### src/rtl/int_sync_pkg.sv
// Shared defaults and helpers for the interrupt crossing sink.
// Counter sizing lives here so every user agrees on it.
package int_sync_pkg;

  localparam int SYNC_DEPTH_DEFAULT    = 3;
  localparam int FILTER_CYCLES_DEFAULT = 0;

  function automatic int cnt_width(input int filter_cycles);
    int w;
    w = $clog2(filter_cycles + 1);
    return (w < 1) ? 1 : w;
  endfunction

endpackage

### src/rtl/int_sync_shift_reg.sv
// Single-bit synchronizer chain with synchronous reset.
// q is the last flop of the chain.
module int_sync_shift_reg #(
  parameter int DEPTH = 3
) (
  input  logic clock,
  input  logic reset,
  input  logic d,
  output logic q
);

  logic [DEPTH-1:0] chain;

  generate
    if (DEPTH == 1) begin : g_one
      always_ff @(posedge clock) begin
        if (reset) chain <= '0;
        else       chain <= d;
      end
    end else begin : g_many
      always_ff @(posedge clock) begin
        if (reset) chain <= '0;
        else       chain <= {chain[DEPTH-2:0], d};
      end
    end
  endgenerate

  assign q = chain[DEPTH-1];

endmodule

### src/rtl/int_sync_crossing_sink.sv
// Interrupt crossing sink: per-bit synchronizer plus stability filter.
// Outputs change only after the synchronized level holds long enough.
module int_sync_crossing_sink
  import int_sync_pkg::*;
#(
  parameter int SYNC_DEPTH    = SYNC_DEPTH_DEFAULT,
  parameter int FILTER_CYCLES = FILTER_CYCLES_DEFAULT
) (
  input  logic clock,
  input  logic reset,
  input  logic auto_in_sync_0,
  input  logic auto_in_sync_1,
  output logic auto_out_0,
  output logic auto_out_1
);

  localparam int CW = cnt_width(FILTER_CYCLES);
  localparam logic [CW-1:0] CNT_MAX = CW'(FILTER_CYCLES);

  logic s_0;
  logic s_1;
  logic [CW-1:0] cnt_0;
  logic [CW-1:0] cnt_1;

  int_sync_shift_reg #(.DEPTH(SYNC_DEPTH)) u_sync_0 (
    .clock (clock),
    .reset (reset),
    .d     (auto_in_sync_0),
    .q     (s_0)
  );

  int_sync_shift_reg #(.DEPTH(SYNC_DEPTH)) u_sync_1 (
    .clock (clock),
    .reset (reset),
    .d     (auto_in_sync_1),
    .q     (s_1)
  );

  // Any return to the current output level restarts the count.
  always_ff @(posedge clock) begin
    if (reset) begin
      cnt_0      <= '0;
      auto_out_0 <= 1'b0;
    end else if (s_0 == auto_out_0) begin
      cnt_0 <= '0;
    end else if (cnt_0 == CNT_MAX) begin
      cnt_0      <= '0;
      auto_out_0 <= s_0;
    end else begin
      cnt_0 <= cnt_0 + CW'(1);
    end
  end

  always_ff @(posedge clock) begin
    if (reset) begin
      cnt_1      <= '0;
      auto_out_1 <= 1'b0;
    end else if (s_1 == auto_out_1) begin
      cnt_1 <= '0;
    end else if (cnt_1 == CNT_MAX) begin
      cnt_1      <= '0;
      auto_out_1 <= s_1;
    end else begin
      cnt_1 <= cnt_1 + CW'(1);
    end
  end

endmodule

### config.mk
export PLATFORM = sky130hd
export DESIGN_NAME = int_sync_crossing_sink
export DESIGN_NICKNAME = d
export VERILOG_FILES = /design/src/rtl/int_sync_pkg.sv /design/src/rtl/int_sync_shift_reg.sv /design/src/rtl/int_sync_crossing_sink.sv
export SDC_FILE = /design/constraint.sdc
export NUM_CORES = 1
export LEC_CHECK = 0
export CORE_AREA = 2 2 39 41
export CTS_CLUSTER_SIZE = 10
export DETAILED_ROUTE_END_ITERATION = 8
export DIE_AREA = 0 0 41 43
export DONT_BUFFER_PORTS = 1
export GPL_TIMING_DRIVEN = 0
export HOLD_SLACK_MARGIN = 0.12
export SKIP_CTS_REPAIR_TIMING = 1
export SYNTH_ARGS = -nofsm -noshare
export SYNTH_HDL_FRONTEND = slang
export SYNTH_SLANG_ARGS = --single-unit
### constraint.sdc
create_clock -name clock -period 1.5 [get_ports clock]
set_clock_uncertainty 0.1 [all_clocks]
set_input_delay 0.225 -clock clock [delete_from_list [all_inputs] [get_ports clock]]
set_output_delay 0.225 -clock clock [all_outputs]
set_load 0.02 [all_outputs]
==> results.py, run 1 <==
metrics = {
    "drt": {
        "antenna_left": 0,
        "dr.pass1.iters": 2,
        "vias_per_cell": 3.36,
        "drc_errors": 0,
        "num_vias": 151,
        "wire_per_inst_um": 6.71,
        "drt_iter0_drc": 1,
        "totalWireLength_um": 302,
    },
    "cells_and_area": {
        "drive_gt1_share_pct": 13.8,
        "instances_no_fill": 45,
        "final_cell_area_sq_um": 359,
        "multiInputGateArea_sq_um": 72.6,
        "final_nets": 34,
        "n_antenna_cell": 0,
        "syn_to_final_growth_pct": 33.5,
        "ff_latch_area_sq_um": 200,
        "nFillCells": 144,
    },
    "place": {
        "place_area_sq_um": 293,
        "gp_congestion": 0.547,
        "io_buffers": 0,
        "dpl.cell_count": 38,
    },
    "setup_path": {
        "critPathLaunchType": "flop",
        "end_kind": "output port",
        "worstPathRequired_ps": 1170,
        "worstPathArrival_ps": 700,
        "crit_type": "flop to output port",
        "cp_max_fo": 2,
    },
    "global_route": {
        "grt_use_total_pct": 4.73,
        "grt_pass1_wl_um": 400,
        "grt_pass1_vias": 104,
        "grt_max_degree": 9,
        "antenna_found_initial": 0,
        "grt.overflow.total": 0,
    },
    "floorplan": {
        "dieArea_sq_mm": 0.00176,
        "coreArea_sq_mm": 0.00138,
        "dieHeight_um": 43,
        "fp.dieW_um": 41,
        "num_io_pins": 6,
        "row_count": 14,
        "start_util_pct": 19.4,
    },
    "synth": {
        "ys_seq_area_share_pct": 74.4,
        "syn_inst": 21,
        "yosys.area.top_type_share_pct": 74.4,
        "netlist-cell-type-count": 5,
        "post_synth_instance_area_sq_um": 269,
        "yosysTopAreaCell": "dfxtp_1",
        "yosys_warnings": 0,
        "ys_ff_latch": 10,
        "avgSynthCellArea_sq_um": 12.8,
        "synth_area_leaders": "dfxtp_1 74%, nor2b_1 14%, mux2i_1 7.4%, nor2_1 2.8%, conb_1 1.4%",
    },
    "pwr": {
        "ir_worst_vdd_uv": 841,
        "p_leak_nw": 0.150,
        "powerDensity_mw_per_mm2": 1480,
    },
    "sta": {
        "final-max-slew-violation-count": 0,
        "rsz0062_at_grt": "no",
        "finalCritPeriodShare_pct": 68.4,
        "hold_viol": 0,
        "period_needed_ps": 1030,
        "tns_ps": 0,
        "fmax_ghz": 0.975,
        "setup_violations": 0,
    },
    "clock_network": {
        "clock_sinks": 10,
        "insertion_delay_ps": 260,
        "cts_max_level": 1,
        "cts_buffers": 3,
        "clk_pin_slew_worst_paths_ps": 60,
        "cts_tree": "done",
        "root_buffer": "clkbuf_4",
        "clock_path_buffers": 2,
    },
    "job": {
        "drv_cap": 0,
    },
    "status": {
        "status": "complete, no violations",
    },
    "min_path": {
        "hp-class": "flop to flop",
    },
}
[final timing paths]
| kind | startpoint | endpoint | slack, ps | cells after the start |
|---|---|---|---|---|
| setup / recovery | auto_out_1$_SDFFE_PP0P_ | auto_out_1 | 470 | 0 |
| hold / removal | u_sync_1.chain[1]$_SDFF_PP0_ | u_sync_1.chain[2]$_SDFF_PP0_ | 340 | 1 |
| setup reg to reg | auto_out_1$_SDFFE_PP0P_ | auto_out_1$_SDFFE_PP0P_ | 700 | 2 |
| hold reg to reg | u_sync_1.chain[1]$_SDFF_PP0_ | u_sync_1.chain[2]$_SDFF_PP0_ | 340 | 1 |
[layer usage]
| metal | routed length [um] | share of wire [%] | global-route usage (%) |
|---|---|---|---|
| met5 | 0 | 0 | 0 |
| met4 | 0 | 0 | 2.00 |
| met3 | 44 | 15 | 9.95 |
| met2 | 105 | 35 | 4.06 |
| met1 | 152 | 50 | 3.90 |
[kinds of logic after synthesis]
group            Yosys count  share of synthesized area (%)
other                      1                           1.39
and+or+nand+nor            8                           16.7
muxes                      2                           7.44
DFF                       10                           74.4
[state kept, by name (all words and copies together) (netlist names)]
name	count
auto_out_0	1
auto_out_1	1
cnt_0	1
cnt_1	1
u_sync_0.chain	3
u_sync_1.chain	3
[report_power, final]
group | total [mW] | switching [mW] | internal, mW
clock | 0.236 | 0.0890 | 0.147
combinational | 0.0158 | 0.00566 | 0.0101
sequential | 0.279 | 0.00360 | 0.276
total | 0.531 | 0.0982 | 0.433
[area by class of cell]
class,count,share of cell area [%]
flip-flops and latches,10,55.7
multi-input cells,12,20.2
clock buffers,4,10.1
repair buffers,3,8.36
well taps,16,5.57
[cell usage after synthesis]
| cell | instances |
|---|---|
| conb_1 | 1 |
| dfxtp_1 | 10 |
| mux2i_1 | 2 |
| nor2_1 | 2 |
| nor2b_1 | 6 |
[metrics by stage]
stage          hold WS (ps)  total power [mW]  setup slack [ps]  utilization [%]
2_1_floorplan           197             0.291               747                -
3_3_place_gp            198             0.292               730             21.2
3_5_place_dp            199             0.292               714             21.2
4_1_cts               -83.5             0.530               458             23.8
5_1_grt                 354             0.566               413             25.9
6_report                336             0.531               474             25.9
[placed cells by master, fill, tap and decap left out, drive strengths merged]
| cell type | instances |
|---|---|
| dlygate4sd3 | 3 |
| clkbuf | 4 |
| mux2i | 2 |
| nor2 | 2 |
| dfxtp | 10 |
| nor2b | 6 |
| conb | 2 |
Power figures use the tool's default switching activity.
==> inputs of run 2 (changes only) <==
==> constraint.sdc (replaced) <==
create_clock -name clock -period 0.9 [get_ports clock]
set_clock_uncertainty 0.1 [all_clocks]
set_input_delay 0.135 -clock clock [delete_from_list [all_inputs] [get_ports clock]]
set_output_delay 0.135 -clock clock [all_outputs]
set_load 0.02 [all_outputs]
==> run 2 against run 1 <==
  * Total power grew 66%
  * Clock power rose by 67%
  * Setup slack lost 460 ps
  * Critical endpoint is now auto_out_1$_SDFFE_PP0P_
  * Sequential cell count unchanged
  * Utilization rose by 0.54 points
  * Register-to-register slack got worse by 570 ps
  * Via count rose by 0.66%
  * First-iteration DRC count shrank 100%
==> results.py, run 2 (synthesis results as in run 1) <==
metrics = {
    "setup_path": {
        "critPathLaunchType": "primary input",
        "r2r_slack_ps": 130,
        "worstPathRequired_ps": 940,
        "slowest_stage": "dlygate4sd3_1",
        "crit_type": "primary input to flop",
        "worstPathArrival_ps": 930,
        "crit_chain": "dlygate4sd3_1, nor2_1",
        "critPathBufInv": 1,
        "crit_family": "buffers and inverters",
        "cp_max_fo": 8,
        "critPathMaxStageDelay_ps": 710,
        "end_kind": "flop",
    },
    "cells_and_area": {
        "nFillCells": 143,
        "layout_common_cells": "8 x dfxtp_1, 6 x nor2b_1, 3 x clkbuf_4, 3 x dlygate4sd3_1",
        "drive_gt1_share_pct": 20.7,
        "final_common_cell": "dfxtp_1",
        "syn_to_final_growth_pct": 36.3,
        "n_antenna_cell": 0,
        "final_nets": 34,
        "instances_no_fill": 45,
        "multiInputGateArea_sq_um": 72.6,
        "ff_latch_area_sq_um": 208,
        "final_cell_area_sq_um": 367,
        "reg.largest.list": "u_sync_0.chain x3, u_sync_1.chain x3",
        "final_util_pct": 26.5,
    },
    "global_route": {
        "grt_use_total_pct": 4.73,
        "grt_max_degree": 9,
        "grt_pass1_wl_um": 400,
        "grt_pass1_vias": 104,
        "grt.overflow.total": 0,
        "antenna_found_initial": 0,
    },
    "clock_network": {
        "cts_tree": "done",
        "clock_sinks": 10,
        "clk_pin_slew_worst_paths_ps": 70,
        "insertion_delay_ps": 260,
        "clock_path_buffers": 2,
        "root_buffer": "clkbuf_4",
        "cts_buffers": 3,
        "cts_max_level": 1,
    },
    "drt": {
        "num_vias": 152,
        "wire_per_inst_um": 7.16,
        "totalWireLength_um": 322,
        "drt_iter0_drc": 0,
        "antenna_left": 0,
        "vias_per_cell": 3.38,
        "drc_errors": 0,
        "dr.pass1.iters": 1,
    },
    "place": {
        "gp_congestion": 0.547,
        "dpl.cell_count": 38,
        "io_buffers": 0,
        "place_area_sq_um": 293,
    },
    "sta": {
        "finalCritPeriodShare_pct": 98.9,
        "period_needed_ps": 891,
        "setup_violations": 0,
        "rsz0062_at_grt": "yes",
        "final-max-slew-violation-count": 0,
        "fmax_ghz": 1.12,
        "tns_ps": 0,
        "hold_viol": 0,
    },
    "floorplan": {
        "start_util_pct": 19.4,
        "dieArea_sq_mm": 0.00176,
        "coreArea_sq_mm": 0.00138,
        "fp.dieW_um": 41,
        "num_io_pins": 6,
        "row_count": 14,
        "dieHeight_um": 43,
    },
    "min_path": {
        "hp-class": "flop to flop",
    },
    "status": {
        "status": "complete, no violations",
    },
    "pwr": {
        "p_leak_nw": 0.152,
        "finalPower_mw": 0.881,
        "ir_worst_vdd_uv": 1410,
        "powerDensity_mw_per_mm2": 2400,
    },
    "job": {
        "drv_cap": 0,
    },
}
-- run 2: worst paths after layout --
path	from	endpoint	cells after the start
worst max-delay path	reset	auto_out_1$_SDFFE_PP0P_	2
worst min-delay path	u_sync_1.chain[0]$_SDFF_PP0_	u_sync_1.chain[1]$_SDFF_PP0_	1
worst max register to register	cnt_1$_SDFF_PP0_	auto_out_1$_SDFFE_PP0P_	2
worst min register to register	u_sync_1.chain[0]$_SDFF_PP0_	u_sync_1.chain[1]$_SDFF_PP0_	1
-- run 2: power breakdown --
group / total, mW / internal, mW / switching, mW
sequential: 0.460 / 0.454 / 0.00601
clock: 0.395 / 0.245 / 0.149
combinational: 0.0262 / 0.0168 / 0.00938
total: 0.881 / 0.716 / 0.165
-- run 2: per-layer routing --
layer / vias up / GRT usage [%] / part of all wire [%]
met2: 8 / 4.06 / 41
li1: 79 / - / -
met5: - / 0 / 0
met1: 65 / 3.90 / 43
met4: 0 / 2.00 / 0
met3: 0 / 9.95 / 16
-- run 2: final cells by class --
type	count	share of cell area, %
flip-flops and latches	10	56.7
multi-input cells	12	19.8
clock buffers	4	9.90
repair buffers	3	8.19
well taps	16	5.46
-- run 2: stage by stage --
| step | setup slack, ps | hold WS [ps] |
|---|---|---|
| global route | -19.0 | 352 |
| global placement | 130 | 108 |
| finish | 9.49 | 337 |
| CTS | -51.7 | -173 |
| detailed placement | 114 | 109 |
| floorplan | 147 | 107 |
